`src/rtl/sequence_generator_io.sv`:
```
// Serial pattern generator: loads a frame, shifts it out MSB-first, optionally repeats with one-cycle gaps.
// Define SEQGEN_REPEAT_EN to honour repeat_ (port is "repeat_" because "repeat" is a SystemVerilog keyword).
module sequence_generator_io #(
    parameter int PAT_W = 8
) (
    input  logic             clock,
    input  logic             reset,
    input  logic             load_valid,
    output logic             load_ready,
    input  logic [PAT_W-1:0] pattern,
    input  logic [3:0]       length,
    input  logic [3:0]       repeat_,
    output logic             o,
    output logic             o_valid,
    output logic             busy,
    output logic             done
);
    localparam int CW = $clog2(PAT_W) + 1;
    localparam int IW = $clog2(PAT_W);

    typedef enum logic [1:0] {IDLE, SHIFT, GAP, DONE} state_t;

    state_t           state;
    logic [PAT_W-1:0] pat_q;
    logic [CW-1:0]    len_q;
    logic [CW-1:0]    cnt_q;
    logic [CW-1:0]    eff_len;
    logic [CW-1:0]    nxt_cnt;
    logic [PAT_W-1:0] src;
    logic [IW-1:0]    bit_idx;
    logic             nxt_bit;

`ifdef SEQGEN_REPEAT_EN
    logic [3:0] rep_q;
`else
    logic unused_repeat;
    assign unused_repeat = ^repeat_;
`endif

    assign load_ready = (state == IDLE);
    assign busy       = (state != IDLE);

    always_comb begin
        eff_len = CW'(PAT_W);
        if (length != 4'd0 && 32'(length) <= PAT_W)
            eff_len = CW'(length);
    end

    // cnt_q holds the index of the bit currently on o; nxt_cnt is only
    // consumed when it cannot underflow.
    always_comb begin
        nxt_cnt = cnt_q - CW'(1);
        src     = pat_q;
        case (state)
            IDLE: begin
                nxt_cnt = eff_len - CW'(1);
                src     = pattern;
            end
            GAP:     nxt_cnt = len_q - CW'(1);
            default: nxt_cnt = cnt_q - CW'(1);
        endcase
        bit_idx = IW'(nxt_cnt);
        nxt_bit = src[bit_idx];
    end

    always_ff @(posedge clock) begin
        if (reset) begin
            state   <= IDLE;
            pat_q   <= '0;
            len_q   <= '0;
            cnt_q   <= '0;
            o       <= 1'b0;
            o_valid <= 1'b0;
            done    <= 1'b0;
`ifdef SEQGEN_REPEAT_EN
            rep_q   <= '0;
`endif
        end else begin
            case (state)
                IDLE: begin
                    done <= 1'b0;
                    if (load_valid) begin
                        pat_q   <= pattern;
                        len_q   <= eff_len;
                        cnt_q   <= nxt_cnt;
                        o       <= nxt_bit;
                        o_valid <= 1'b1;
                        state   <= SHIFT;
`ifdef SEQGEN_REPEAT_EN
                        rep_q   <= repeat_;
`endif
                    end
                end
                SHIFT: begin
                    if (cnt_q != '0) begin
                        cnt_q <= nxt_cnt;
                        o     <= nxt_bit;
                    end else begin
                        o       <= 1'b0;
                        o_valid <= 1'b0;
`ifdef SEQGEN_REPEAT_EN
                        if (rep_q != 4'd0) begin
                            rep_q <= rep_q - 4'd1;
                            state <= GAP;
                        end else
`endif
                        begin
                            state <= DONE;
                            done  <= 1'b1;
                        end
                    end
                end
                GAP: begin
                    cnt_q   <= nxt_cnt;
                    o       <= nxt_bit;
                    o_valid <= 1'b1;
                    state   <= SHIFT;
                end
                DONE: begin
                    done  <= 1'b0;
                    state <= IDLE;
                end
                default: state <= IDLE;
            endcase
        end
    end

endmodule
```
`config.mk`:
```
export PLATFORM = sky130hd
export DESIGN_NAME = sequence_generator_io
export DESIGN_NICKNAME = d
export VERILOG_FILES = /design/src/rtl/sequence_generator_io.sv
export SDC_FILE = /design/constraint.sdc
export NUM_CORES = 1
export LEC_CHECK = 0
export ABC_CLOCK_PERIOD_IN_PS = 3400
export CORE_MARGIN = 3
export CORE_UTILIZATION = 49
export DETAILED_ROUTE_END_ITERATION = 10
export HOLD_SLACK_MARGIN = 0.05
export PLACE_DENSITY = 0.82
export SLEW_MARGIN = 40
export SYNTH_ARGS = -nofsm -noshare
export SYNTH_HDL_FRONTEND = slang
export SYNTH_SLANG_ARGS = --single-unit
```
`constraint.sdc`:
```
create_clock -name clock -period 3.4 [get_ports clock]
set_clock_uncertainty 0.2 [all_clocks]
set_input_delay 0.34 -clock clock [delete_from_list [all_inputs] [get_ports clock]]
set_output_delay 0.34 -clock clock [all_outputs]
set_load 0.1 [all_outputs]
```
==> flow_metrics.tcl <==
set metrics [dict create \
    antenna_left 0 \
    power_leakage_nw 0.556 \
    ios 24 \
    yosysSeqAreaShare_pct 37.7 \
    path_delay_family "multiplexers" \
    grt_pass1_vias 896 \
    clockBufferDepth 2 \
    hpwl_um 1760 \
    hold_path.class "flip-flop to flip-flop" \
    worst_setup_path_end_kind "flip-flop" \
    rows 16 \
    reg2reg_depth 8 \
    drive_above_1_share_pct 9.52 \
    cpPeakStageDelay_ps 560 \
    synth_edf_count 0 \
    drv_slew 0 \
    rr_endpoint "o$_SDFFE_PP0P_" \
    start_util_pct 54.1 \
    htreeDepth 1 \
    cp.arrival_ps 2740 \
    vias 995 \
    worst_pin_slew_ps 745 \
    cts_resized 0 \
    crit_start "state[0]$_SDFFE_PP0P_" \
    die_area_um2 2890 \
    ys_ff_latch 21 \
    path_cells "inv_1, ha_1, nor2_2, a222oi_1, buf_4, mux4_1, mux2_2, o21ai_1" \
    ir_drop_mv 0.550 \
    multi_input_area_um2 653 \
    ys_warn_count 0 \
    status "complete, no violations" \
    ys_async_sr_fraction_pct 0 \
    power.density_nw_per_um2 844 \
    drt-initial-drc-count 37 \
    power_w 0.00112 \
    grt_overflow_total 0 \
    die_h_um 53.7 \
    rr_startpoint "state[0]$_SDFFE_PP0P_" \
    port_buffers 19 \
    critPathLaunchType "flip-flop" \
    avgSynthCellArea_um2 8.72 \
    drv_cap 0 \
    cts_hold_buf 0 \
    wirelength_um 2310 \
    root_buffer "clkbuf_4" \
    clk_transition_reported_paths_ps 110 \
    crit_type "flip-flop to flip-flop" \
    antenna_found_initial 0 \
    fin_nets 173 \
    syn_to_final_growth_pct 19.2 \
    synth_cell_type_count 30 \
    die_w_um 53.7 \
    drc_errors 0 \
    antennaDiodeCount 0 \
    grt_pass1_wl_um 3840 \
    cts_tree "yes" \
    hold_viol 0 \
    syn_nets 153 \
    synth_ff_type "dfxtp_1" \
    syn_inst 128 \
    setup_tns_ps 0 \
    core_um2 2060 \
    postCtsSetupRepairBufs 0 \
    fmax_mhz 371 \
    max-slew-margin-rel_pct 50.2 \
    fillCellCount 182 \
    period_minus_slack_ps 2690 \
    drt-pass1-iter-count 4 \
    numCtsBuffers 3 \
    setup_viol 0 \
    crit_buf_inv 2 \
    worst_path_max_delay_cell "mux4_1" \
    path_depth 8 \
    critPathMaxFanout 10 \
    fin_crit_sh_pct 79.2 \
    place.gp.congestion 0.819 \
    seq_area_um2 420 \
    clock_sinks 21 \
    crit_required_ps 3450 \
    crit_end "o$_SDFFE_PP0P_" \
    vias_per_cell 5.72 \
    r2r_slack_ps 710 \
    syn_area_um2 1120 \
    avgRoutedWirePerCell_um 13.3 \
    clock_latency_ps 300 \
    grt_max_degree 23 \
    grt_use_total_pct 18.4 \
    grt_setup_unrepaired "no" \
]
[worst min-delay path, cell delays in order (launching register included)]
cell     delay, ps
dfxtp_1        330
nand2_1         50
a21oi_1         50
[worst min path at each step]
stage | from | slack (ps) | cells past startpoint | endpoint
4_1_cts | pat_q[4]$_SDFFE_PP0P_ | 270 | 2 | pat_q[4]$_SDFFE_PP0P_
2_1_floorplan | pat_q[0]$_SDFFE_PP0P_ | 240 | 2 | pat_q[0]$_SDFFE_PP0P_
6_report | pat_q[3]$_SDFFE_PP0P_ | 270 | 2 | pat_q[3]$_SDFFE_PP0P_
3_5_place_dp | pat_q[2]$_SDFFE_PP0P_ | 250 | 2 | pat_q[2]$_SDFFE_PP0P_
3_3_place_gp | pat_q[7]$_SDFFE_PP0P_ | 240 | 2 | pat_q[7]$_SDFFE_PP0P_
5_1_grt | pat_q[4]$_SDFFE_PP0P_ | 280 | 2 | pat_q[4]$_SDFFE_PP0P_
[state kept, by name, summed over array words and instances, names as in the netlist]
register	flops
done	1
o_valid	1
o	1
len_q	4
cnt_q	4
pat_q	8
state	2
[placed cells by master, fill, tap and decap left out, drive strengths merged, types with 2 or more instances in the layout]
cell	n
a211oi	2
a21oi	18
a222oi	3
buf	7
clkbuf	4
clkdlybuf4s50	14
dfxtp	21
ha	6
inv	3
mux2i	9
mux4	2
nand2	22
nand2b	3
nand3b	2
nor2	10
nor3	4
nor3b	3
o21ai	4
[synth_stat cells (2+ instances only)]
cell type   n  share of area, %
a211oi_1    2               1.3
dfxtp_1    21                38
nor3_1      4               1.8
mux2i_1     9               8.1
o21ai_0     2              0.90
inv_1       3               1.0
ha_1        6               6.7
nand3b_1    2               1.3
mux4_1      2               4.7
nand2b_1    3               1.7
nand2_1    22               7.4
a222oi_1    3               2.7
nor2_1      9               3.0
o21ai_1     2              0.90
nor3b_1     3               2.0
a21oi_1    18               8.1
clkbuf_1    4               1.3
[metrics by stage]
stage	instance area (um2)	hold slack, ps	utilization (%)	std cells	setup WS [ps]
finish	1330	265	64.5	174	706
global route	1330	278	64.5	174	535
CTS	1330	267	64.5	174	699
detailed placement	1300	250	63.2	170	730
global placement	1320	241	64.0	170	759
floorplan	1120	236	-	128	111
[final cells by class]
class / count / area share (%)
sequential: 21 / 31.6
multi-input combinational: 98 / 49.1
tap: 27 / 2.54
clock buffer: 4 / 1.98
inverter: 3 / 0.847
timing repair buffer: 21 / 13.9
[per-layer routing]
| layer | vias up | wire, um | track usage, % |
|---|---|---|---|
| li1 | 494 | - | - |
| met1 | 468 | 1010 | 21.8 |
| met2 | 31 | 1130 | 31.5 |
| met3 | 2 | 147 | 5.82 |
| met4 | 0 | 18 | 5.11 |
| met5 | - | 0 | 0 |
[kinds of logic after synthesis]
kind of cell / synth area share (%)
AO/OA/AOI/OAI: 14.6
adder cells (fa/ha/maj): 6.73
XOR/XNOR: 1.57
multiplexers: 13.8
AND/OR/NAND/NOR: 21.9
flip-flops: 37.7
buffers and inverters: 3.81
[power breakdown]
part	total, W	switching (W)	leakage (nW)	internal (W)
sequential	0.000348	0.0000443	0.173	0.000303
clock	0.000120	0.0000746	0.0150	0.0000457
combinational	0.000655	0.000415	0.368	0.000241
total	0.00112	0.000533	0.556	0.000590
Note: power is estimated with default switching activity, not from simulation.
